**src/rtl/store_encoder_axi_if.sv**
```systemverilog
`timescale 1ns/1ps
`default_nettype none
// ============================================================================
// Module      : store_encoder_axi_if
// Description : Store request/response handshake plus AXI4-Lite write channels
//               (AW, W, B) seen by the store encoder.
// Revision    : 1.0 - initial release
// ============================================================================
interface store_encoder_axi_if #(
    parameter int ADDR_W = 32
);
    logic              req_valid;
    logic              req_ready;
    logic [ADDR_W-1:0] req_addr;
    logic [31:0]       req_data;
    logic [2:0]        req_funct3;

    logic              resp_valid;
    logic              resp_ready;
    logic              resp_err;
    logic              resp_misalign;

    logic              awvalid;
    logic              awready;
    logic [ADDR_W-1:0] awaddr;
    logic              wvalid;
    logic              wready;
    logic [31:0]       wdata;
    logic [3:0]        wstrb;
    logic              bvalid;
    logic              bready;
    logic [1:0]        bresp;

    // Encoder side: consumes requests, masters the AXI write channels.
    modport master (
        input  req_valid, req_addr, req_data, req_funct3, resp_ready,
               awready, wready, bvalid, bresp,
        output req_ready, resp_valid, resp_err, resp_misalign,
               awvalid, awaddr, wvalid, wdata, wstrb, bready
    );

    // Environment side: pipeline plus AXI slave.
    modport slave (
        output req_valid, req_addr, req_data, req_funct3, resp_ready,
               awready, wready, bvalid, bresp,
        input  req_ready, resp_valid, resp_err, resp_misalign,
               awvalid, awaddr, wvalid, wdata, wstrb, bready
    );
endinterface
`default_nettype wire

```
**src/rtl/store_encoder_axi.sv**
```systemverilog
`timescale 1ns/1ps
`default_nettype none
// ============================================================================
// Module      : store_encoder_axi
// Description : Encodes SB/SH/SW stores into byte-lane data/strobes and issues
//               one AXI4-Lite write. Macro STORE_MISALIGN_TRAP_EN rejects
//               misaligned SH/SW instead of issuing them shifted.
// Revision    : 1.0 - initial release
// ============================================================================
module store_encoder_axi #(
    parameter int ADDR_W       = 32,
    parameter bit ALIGN_AWADDR = 1'b1
) (
    input  logic                 clk,
    input  logic                 rst,
    store_encoder_axi_if.master  bus
);
    localparam logic [2:0] c_F3_SB = 3'b000;
    localparam logic [2:0] c_F3_SH = 3'b001;
    localparam logic [2:0] c_F3_SW = 3'b010;

    typedef enum logic [1:0] {
        ST_IDLE   = 2'd0,
        ST_ISSUE  = 2'd1,
        ST_WAIT_B = 2'd2,
        ST_RESP   = 2'd3
    } state_t;

    state_t            r_state_q,  w_state_d;
    logic [ADDR_W-1:0] r_awaddr_q, w_awaddr_d;
    logic [31:0]       r_wdata_q,  w_wdata_d;
    logic [3:0]        r_wstrb_q,  w_wstrb_d;
    logic              r_aw_pend_q, w_aw_pend_d;
    logic              r_w_pend_q,  w_w_pend_d;
    logic              r_err_q,     w_err_d;
    logic              r_mis_q,     w_mis_d;

    logic [1:0]        w_off;
    logic              w_illegal;
    logic              w_misaligned;
    logic              w_trap_mis;
    logic [3:0]        w_enc_strb;
    logic [31:0]       w_enc_data;
    logic [ADDR_W-1:0] w_enc_addr;
    logic              w_unused_bresp;

    assign w_unused_bresp = bus.bresp[0];

    always_comb begin
        w_off        = bus.req_addr[1:0];
        w_illegal    = 1'b0;
        w_misaligned = 1'b0;
        w_enc_strb   = 4'b0000;
        w_enc_data   = bus.req_data;
        case (bus.req_funct3)
            c_F3_SB: begin
                w_enc_strb = 4'b0001 << w_off;
                w_enc_data = {4{bus.req_data[7:0]}};
            end
            c_F3_SH: begin
                w_misaligned = w_off[0];
                w_enc_strb   = 4'b0011 << w_off;
                w_enc_data   = {2{bus.req_data[15:0]}};
            end
            c_F3_SW: begin
                w_misaligned = (w_off != 2'b00);
                w_enc_strb   = 4'b1111 << w_off;
                w_enc_data   = bus.req_data;
            end
            default: w_illegal = 1'b1;
        endcase
`ifndef STORE_MISALIGN_TRAP_EN
        // Unchecked misaligned access: lanes above the word boundary are dropped.
        if (w_misaligned) begin
            w_enc_data = bus.req_data << {w_off, 3'b000};
        end
`endif
    end

`ifdef STORE_MISALIGN_TRAP_EN
    assign w_trap_mis = w_misaligned;
`else
    assign w_trap_mis = 1'b0;
`endif

    generate
        if (ALIGN_AWADDR) begin : g_align_awaddr
            assign w_enc_addr = {bus.req_addr[ADDR_W-1:2], 2'b00};
        end else begin : g_pass_awaddr
            assign w_enc_addr = bus.req_addr;
        end
    endgenerate

    always_comb begin
        w_state_d   = r_state_q;
        w_awaddr_d  = r_awaddr_q;
        w_wdata_d   = r_wdata_q;
        w_wstrb_d   = r_wstrb_q;
        w_aw_pend_d = r_aw_pend_q;
        w_w_pend_d  = r_w_pend_q;
        w_err_d     = r_err_q;
        w_mis_d     = r_mis_q;
        case (r_state_q)
            ST_IDLE: begin
                if (bus.req_valid) begin
                    w_awaddr_d = w_enc_addr;
                    w_wdata_d  = w_enc_data;
                    w_wstrb_d  = w_enc_strb;
                    if (w_illegal || w_trap_mis) begin
                        w_state_d = ST_RESP;
                        w_err_d   = 1'b1;
                        w_mis_d   = w_trap_mis;
                    end else begin
                        w_state_d   = ST_ISSUE;
                        w_aw_pend_d = 1'b1;
                        w_w_pend_d  = 1'b1;
                        w_err_d     = 1'b0;
                        w_mis_d     = 1'b0;
                    end
                end
            end
            ST_ISSUE: begin
                // AW and W retire independently; B is only accepted after both.
                if (r_aw_pend_q && bus.awready) w_aw_pend_d = 1'b0;
                if (r_w_pend_q && bus.wready)   w_w_pend_d  = 1'b0;
                if (!w_aw_pend_d && !w_w_pend_d) w_state_d = ST_WAIT_B;
            end
            ST_WAIT_B: begin
                if (bus.bvalid) begin
                    w_err_d   = bus.bresp[1];
                    w_mis_d   = 1'b0;
                    w_state_d = ST_RESP;
                end
            end
            ST_RESP: begin
                if (bus.resp_ready) w_state_d = ST_IDLE;
            end
            default: w_state_d = ST_IDLE;
        endcase
    end

    always_ff @(posedge clk) begin
        if (rst) begin
            r_state_q   <= ST_IDLE;
            r_awaddr_q  <= '0;
            r_wdata_q   <= '0;
            r_wstrb_q   <= '0;
            r_aw_pend_q <= 1'b0;
            r_w_pend_q  <= 1'b0;
            r_err_q     <= 1'b0;
            r_mis_q     <= 1'b0;
        end else begin
            r_state_q   <= w_state_d;
            r_awaddr_q  <= w_awaddr_d;
            r_wdata_q   <= w_wdata_d;
            r_wstrb_q   <= w_wstrb_d;
            r_aw_pend_q <= w_aw_pend_d;
            r_w_pend_q  <= w_w_pend_d;
            r_err_q     <= w_err_d;
            r_mis_q     <= w_mis_d;
        end
    end

    assign bus.req_ready     = (r_state_q == ST_IDLE);
    assign bus.awvalid       = (r_state_q == ST_ISSUE) && r_aw_pend_q;
    assign bus.wvalid        = (r_state_q == ST_ISSUE) && r_w_pend_q;
    assign bus.bready        = (r_state_q == ST_WAIT_B);
    assign bus.resp_valid    = (r_state_q == ST_RESP);
    assign bus.resp_err      = r_err_q;
    assign bus.resp_misalign = r_mis_q;
    assign bus.awaddr        = r_awaddr_q;
    assign bus.wdata         = r_wdata_q;
    assign bus.wstrb         = r_wstrb_q;
endmodule
`default_nettype wire

```
**src/flat_wrapper.sv**
```systemverilog
// flat-port wrapper written by rule: the top's interface ports become plain ports
module store_encoder_axi_flat 
#(
    parameter int ADDR_W       = 32,
    parameter bit ALIGN_AWADDR = 1'b1
)
  (clk, rst, bus_req_valid, bus_req_addr, bus_req_data, bus_req_funct3, bus_resp_ready, bus_awready, bus_wready, bus_bvalid, bus_bresp, bus_req_ready, bus_resp_valid, bus_resp_err, bus_resp_misalign, bus_awvalid, bus_awaddr, bus_wvalid, bus_wdata, bus_wstrb, bus_bready);
  store_encoder_axi_if #(.ADDR_W(ADDR_W)) bus_i ();
  input  logic clk;
  input  logic rst;
  input wire logic [$bits(bus_i.req_valid)-1:0] bus_req_valid;
  input wire logic [$bits(bus_i.req_addr)-1:0] bus_req_addr;
  input wire logic [$bits(bus_i.req_data)-1:0] bus_req_data;
  input wire logic [$bits(bus_i.req_funct3)-1:0] bus_req_funct3;
  input wire logic [$bits(bus_i.resp_ready)-1:0] bus_resp_ready;
  input wire logic [$bits(bus_i.awready)-1:0] bus_awready;
  input wire logic [$bits(bus_i.wready)-1:0] bus_wready;
  input wire logic [$bits(bus_i.bvalid)-1:0] bus_bvalid;
  input wire logic [$bits(bus_i.bresp)-1:0] bus_bresp;
  output wire logic [$bits(bus_i.req_ready)-1:0] bus_req_ready;
  output wire logic [$bits(bus_i.resp_valid)-1:0] bus_resp_valid;
  output wire logic [$bits(bus_i.resp_err)-1:0] bus_resp_err;
  output wire logic [$bits(bus_i.resp_misalign)-1:0] bus_resp_misalign;
  output wire logic [$bits(bus_i.awvalid)-1:0] bus_awvalid;
  output wire logic [$bits(bus_i.awaddr)-1:0] bus_awaddr;
  output wire logic [$bits(bus_i.wvalid)-1:0] bus_wvalid;
  output wire logic [$bits(bus_i.wdata)-1:0] bus_wdata;
  output wire logic [$bits(bus_i.wstrb)-1:0] bus_wstrb;
  output wire logic [$bits(bus_i.bready)-1:0] bus_bready;
  assign bus_i.req_valid = bus_req_valid;
  assign bus_i.req_addr = bus_req_addr;
  assign bus_i.req_data = bus_req_data;
  assign bus_i.req_funct3 = bus_req_funct3;
  assign bus_i.resp_ready = bus_resp_ready;
  assign bus_i.awready = bus_awready;
  assign bus_i.wready = bus_wready;
  assign bus_i.bvalid = bus_bvalid;
  assign bus_i.bresp = bus_bresp;
  assign bus_req_ready = bus_i.req_ready;
  assign bus_resp_valid = bus_i.resp_valid;
  assign bus_resp_err = bus_i.resp_err;
  assign bus_resp_misalign = bus_i.resp_misalign;
  assign bus_awvalid = bus_i.awvalid;
  assign bus_awaddr = bus_i.awaddr;
  assign bus_wvalid = bus_i.wvalid;
  assign bus_wdata = bus_i.wdata;
  assign bus_wstrb = bus_i.wstrb;
  assign bus_bready = bus_i.bready;
  store_encoder_axi #(.ADDR_W(ADDR_W), .ALIGN_AWADDR(ALIGN_AWADDR)) u_core (.clk(clk), .rst(rst), .bus(bus_i));
endmodule
```
**config.mk**
```make
export PLATFORM = sky130hd
export DESIGN_NAME = store_encoder_axi_flat
export DESIGN_NICKNAME = d
export VERILOG_FILES = /design/src/rtl/store_encoder_axi_if.sv /design/src/rtl/store_encoder_axi.sv /design/src/flat_wrapper.sv
export SDC_FILE = /design/constraint.sdc
export NUM_CORES = 1
export LEC_CHECK = 0
export BUFFER_PORTS_ARGS = -buffer_cell sky130_fd_sc_hd__buf_4
export CAP_MARGIN = 20
export CELL_PAD_IN_SITES_DETAIL_PLACEMENT = 1
export CELL_PAD_IN_SITES_GLOBAL_PLACEMENT = 2
export CORE_ASPECT_RATIO = 1.25
export CORE_MARGIN = 4
export CORE_UTILIZATION = 25
export DETAILED_ROUTE_END_ITERATION = 16
export PLACE_DENSITY_LB_ADDON = 0.1
export SLEW_MARGIN = 5
export SYNTH_ARGS = -nofsm -noshare
export SYNTH_HDL_FRONTEND = slang
export SYNTH_SLANG_ARGS = --single-unit
```
**constraint.sdc**
```tcl
create_clock -name clk -period 3.4 [get_ports clk]
set_clock_uncertainty 0.05 [all_clocks]
set_input_delay 0.17 -clock clk [delete_from_list [all_inputs] [get_ports clk]]
set_output_delay 0.17 -clock clk [all_outputs]
set_load 0.03 [all_outputs]
```
**Word level (Yosys, flattened, before mapping)**

Cells that the tools add are included.

- Output and inout port bits: 75
- Input bits: 76
- Bits in registers: 72

- Shifts and indexed selects: 4
- Reductions and logical operators: 17
- Eq/ne operators: 10
- Multiplexer cells: 25

Operator list:

| cell | count |
|---|---|
| $pmux 32 s2 | 1 |
| $mux 32 | 1 |
| $shl 32x5->32 | 1 |
| $pmux 4 s3 | 1 |
| $mux 1 | 11 |
| $mux 2 | 5 |
| $pmux 1 s2 | 5 |
| $ne 2x2->1 const B | 4 |
| $pmux 2 s4 | 1 |
| $reduce_and 3->1 | 2 |
| $reduce_bool 2->1 | 3 |
| $logic_and 1x1->1 | 5 |
| $eq 2x2->1 const B | 2 |
| $reduce_and 4->1 | 1 |
| $shl 1x2->4 const A | 1 |
| $shl 2x2->4 const A | 1 |
| $shl 4x2->4 const A | 1 |
| $eq 3x1->1 const B | 1 |
| $eq 3x2->1 const B | 1 |
| $logic_not 3->1 | 1 |
| $reduce_or 3->1 | 1 |
| $eq 2x1->1 const B | 1 |
| $logic_not 1->1 | 2 |
| $logic_not 2->1 | 1 |
| other kinds (2) | 2 |

**Depth between registers and ports, before layout**

- Word-level depth: 7
- Gate-level depth with buffers: 7
- Depth with buffers taken out: 6

**Worst setup path after synthesis**

Ideal clock, no wire load.

- Path kind: register -> register
- Start: register u_core.r_state_q[0]
- End: register u_core.r_wdata_q[24], in the netlist u_core.bus.wdata[24]
- Clock period less this slack: 1.958 ns
- Cell stages (with the launch flop): 8
- Setup time: 0.091 ns
- Required time: 3.259 ns
- Data arrival time: 1.817 ns
- Setup slack: 1.442 ns
- Cell sequence: dfxtp_1 inv_1 ha_1 and2_1 clkbuf_1 clkbuf_1 nor2_1 a311oi_1

- Longest elaborated chain between the ends: 2

Ends and longest elaborated chain:

| what | line | RTL |
|---|---|---|
| from (decl) | store_encoder_axi.sv:29 | `state_t r_state_q, w_state_d;` |
| from (signal assigned) | store_encoder_axi.sv:153 | `r_state_q <= w_state_d;` |
| $logic_not 2->1 | n/a |  |
| via bus_req_ready | flat_wrapper.sv:20 | `output wire logic [$bits(bus_i.req_ready)-1:0] bus_req_ready;` |
| $reduce_and 2->1 (no source line) | n/a |  |
| to (signal assigned) | store_encoder_axi.sv:155 | `r_wdata_q <= w_wdata_d;` |
| to (decl) | store_encoder_axi.sv:31 | `logic [31:0] r_wdata_q, w_wdata_d;` |

The timed path passes the listed nets, and every way through them passes these cells.
A chain may end at the register's enable or synchronous reset.

**Final worst setup path**

- Start: register u_core.r_state_q[0]
- End: register u_core.r_wdata_q[27], in the netlist u_core.bus.wdata[27]

- Longest elaborated chain between the ends: 2

Ends and longest elaborated chain:

| what | line | RTL |
|---|---|---|
| $logic_not 2->1 | store_encoder_axi.sv:103 | `case (r_state_q)` |
| $reduce_and 2->1 (no source line) | n/a |  |

No other way between the ends.

==> impl_results.md <==
- Synth top area cells: sky130_fd_sc_hd__dfxtp_1, sky130_fd_sc_hd__nand2_1, sky130_fd_sc_hd__a21oi_1
- Maximum fanout along the worst path: 30
- Library cell contributing the largest single delay on the critical path: sky130_fd_sc_hd__and2_2
- Ratio of final minimum period to clock period: 0.663
- Antenna violations before repair: 0
- Worst EP required: 3.59 ns
- Yosys reg bits: 71
- Initial Utilization: 0.255
- Xor-xnor portion of the synthesized cell area: 0
- Critical path launch point type: flip-flop
- Number of detailed-route iterations in the first pass: 4
- Via count of the routed design: 3928
- Power density of the placed cells: 680 mW/mm2
- Fill count: 1783
- Total leakage power: 0.00222 uW
- Sequential cell area in the final layout: 0.00142 mm2
- Die width: 119 um
- Max-Cap Viols: 0
- Post-Syn Instances: 468
- Die height: 146 um
- Most common library cell in the layout ignoring fill and taps: sky130_fd_sc_hd__buf_4
- Longest Clk Path Bufs: 2
- Worst setup path category: reg2reg
- Avg WL per Cell: 18.7 um
- Total area of multi-input combinational cells: 0.00218 mm2
- GRT Overall Usage: 0.163
- Final routed wirelength across all metal layers: 14.5 mm
- Overflow after GRT: 0
- Detailed router's first-iteration violation count: 169
- Number of buffers and inverters on the critical path: 2
- Cell-by-cell listing of the critical path: inv_1, ha_1, and2_2, buf_4, nor2_1, a311oi_1
- Final critical-path required period: 2.25 ns
- Placeable core region: 0.0150 mm2
- Overall power consumption: 3640 uW
- Synth Area in Adders: 0.0131
- Global-route wire length before repair: 22.7 mm
- Synth Area in Simple Gates: 0.175
- Share of the synthesized area in the top cell type: 0.372
- Setup repair after global routing missed its margin: false
- Port Buffer Count: 146
- Tightest slew margin relative to the limit: 0.476
- HPWL after detailed placement: 10.3 mm
- Clock transition at the register clock pins on the worst setup and hold paths after CTS: 0.06 ns
- Total Negative Setup Slacks: 0 ns
- Sequential area share after synthesis: 0.372
- Detail-routed via count per cell: 5.07
- Stage delay of the slowest cell on the critical path: 0.58 ns
- Pin count of the biggest net entering global routing: 73
- Weighted congestion at the end of routability-driven global placement: 0.797
- Max Fclk: 444 MHz
- TritonCTS buffer count: 9
- Number of distinct library cells after synthesis: 38
- Data arrival, critical path: 2.44 ns
- Setup slack at placement: 1.01 ns
- Peak supply drop: 0.244 mV
- Std-Cell Rows: 50
- Status: completed
- Netlist area before placement: 0.00382 mm2
- Number of sinks handled by clock tree synthesis: 71
- Synth Warn #: 0
- Clock latency of the later-clocked register in the worst-skew pair: 0.33 ns
- Number of enable-type register cells in the synthesized netlist: 0
- Main synth FF type: sky130_fd_sc_hd__dfxtp_1
- Top delay family on crit path: simple AND/OR/NAND/NOR gates
- Vias in the first global route: 4022
- Buffer type at the clock tree root: sky130_fd_sc_hd__clkbuf_16
- Top-Level Pins: 151
- Post-CTS repair timing setup buffer count: 0
- Yosys top cell by area: sky130_fd_sc_hd__dfxtp_1
- Clock tree from TritonCTS: done
- Count of H-tree levels built during CTS: 3
- Path class of the lowest-slack min-delay path: in2reg
- Dominant combinational cell family by area after synthesis: compound AO/OA/AOI/OAI gates
- Final Net Count: 667
- Pins over their slew limit: 0
- Most frequent cells in the layout: sky130_fd_sc_hd__buf_4, sky130_fd_sc_hd__nand2_1, sky130_fd_sc_hd__dfxtp_1, sky130_fd_sc_hd__a21oi_1, sky130_fd_sc_hd__nor2_1
- Crit. End Element: flip-flop
- Setup WS post-layout: 1.15 ns
- Slew at the pin with the worst max-slew slack: 0.784 ns
- Proportion of synthesized flip-flops having asynchronous set or reset: 0
- Number of buffers inserted by hold repair at cts: 0
- Post-route ant nets: 0
- Growth of design area from synthesis to finish: 40.2%
- Final Hold Viols: 0
- Count of final setup violators: 0
- Post-CTS sizing: 0
- Mapped Avg Cell Area: 8.17 um2
- Proportion of synthesized area in mux cells: 0.136
- Diode count: 0
- Fraction of final layout cells with drive strength greater than 1: 0.334
- Die area: 0.0173 mm2
- Synthesized-area fraction occupied by ao, oa, aoi and oai cells: 0.241
- Total DRC errors in the routed layout: 0
-- synthesized netlist by cell type (8+ instances only) --
master and n:
sky130_fd_sc_hd__o31ai_1 8, sky130_fd_sc_hd__o21ai_0 14, sky130_fd_sc_hd__mux2_2 24, sky130_fd_sc_hd__o2111ai_1 9, sky130_fd_sc_hd__nand3b_1 9, sky130_fd_sc_hd__nand2_1 90
sky130_fd_sc_hd__dfxtp_1 71, sky130_fd_sc_hd__clkbuf_1 32, sky130_fd_sc_hd__a21oi_1 54, sky130_fd_sc_hd__o211ai_1 9, sky130_fd_sc_hd__a2111oi_0 8, sky130_fd_sc_hd__o221ai_1 9
sky130_fd_sc_hd__a311oi_1 16, sky130_fd_sc_hd__nor2_1 29, sky130_fd_sc_hd__or4_1 8, sky130_fd_sc_hd__mux2i_1 25
-- final cells by class --
type / count / share of cell area
clock buffer: 9 / 0.0420
clock inverter: 7 / 0.0226
inverter: 7 / 0.00490
multi-input combinational: 345 / 0.406
sequential: 71 / 0.265
tap: 182 / 0.0425
timing repair buffer: 153 / 0.217
-- worst paths after layout --
path                                    start                            endpoint  slack, ns  cells past startpoint
max          u_core.r_state_q[0]$_SDFFE_PP0P_   u_core.bus.wdata[27]$_SDFFE_PP0P_       1.15                      6
min                          bus_req_addr[12]  u_core.bus.awaddr[12]$_SDFFE_PP0P_       0.03                      3
max reg2reg  u_core.r_state_q[0]$_SDFFE_PP0P_   u_core.bus.wdata[27]$_SDFFE_PP0P_       1.15                      6
min reg2reg  u_core.bus.wdata[0]$_SDFFE_PP0P_    u_core.bus.wdata[0]$_SDFFE_PP0P_       0.40                      2
-- through the flow --
step | area, um2 | hold slack, ns | utilization | cells
after floorplan | 3830 | 0.256 | - | 470
after global placement | 4990 | 0.369 | 0.333 | 757
after detailed placement | 4990 | 0.381 | 0.333 | 757
after CTS | 5340 | 0.0230 | 0.356 | 773
after global routing | 5360 | 0.0337 | 0.357 | 774
final | 5360 | 0.0320 | 0.357 | 774
-- power by group --
group	leakage [uW]	internal (uW)	total [uW]	switching [uW]
clock network	0.000170	719	1100	383
registers	0.000583	1010	1120	110
logic	0.00147	525	1420	896
-- state kept, by name, indices dropped and copies added (netlist names) --
signal / flops
u_core.bus.wdata: 32
u_core.bus.awaddr: 30
u_core.bus.wstrb: 4
u_core.r_state_q: 2
u_core.bus.resp_err: 1
u_core.r_aw_pend_q: 1
u_core.r_w_pend_q: 1
-- routing by layer --
metal | wire (um) | track usage
met3 | 857 | 0.0411
met1 | 6390 | 0.201
met5 | 0 | 0
met2 | 6920 | 0.274
met4 | 294 | 0.0603
-- kinds of logic (layout without fill, tap and decap cells) --
family          count (synthesis)  in the layout
compound gates                138            138
fa+ha+maj                       4              4
buf+inv                        54            176
flops                          71             71
mux                            49             49
other cells                     1              3
simple gates                  151            151
-- tightest hold or removal path: cells and delay by family --
kind,cells,cell delay [ns]
and+or+nand+nor,1,0.04
buffers and inverters,1,0.11
AOI/OAI and AO/OA,1,0.05
No activity file was read; power rests on OpenSTA's default activity.
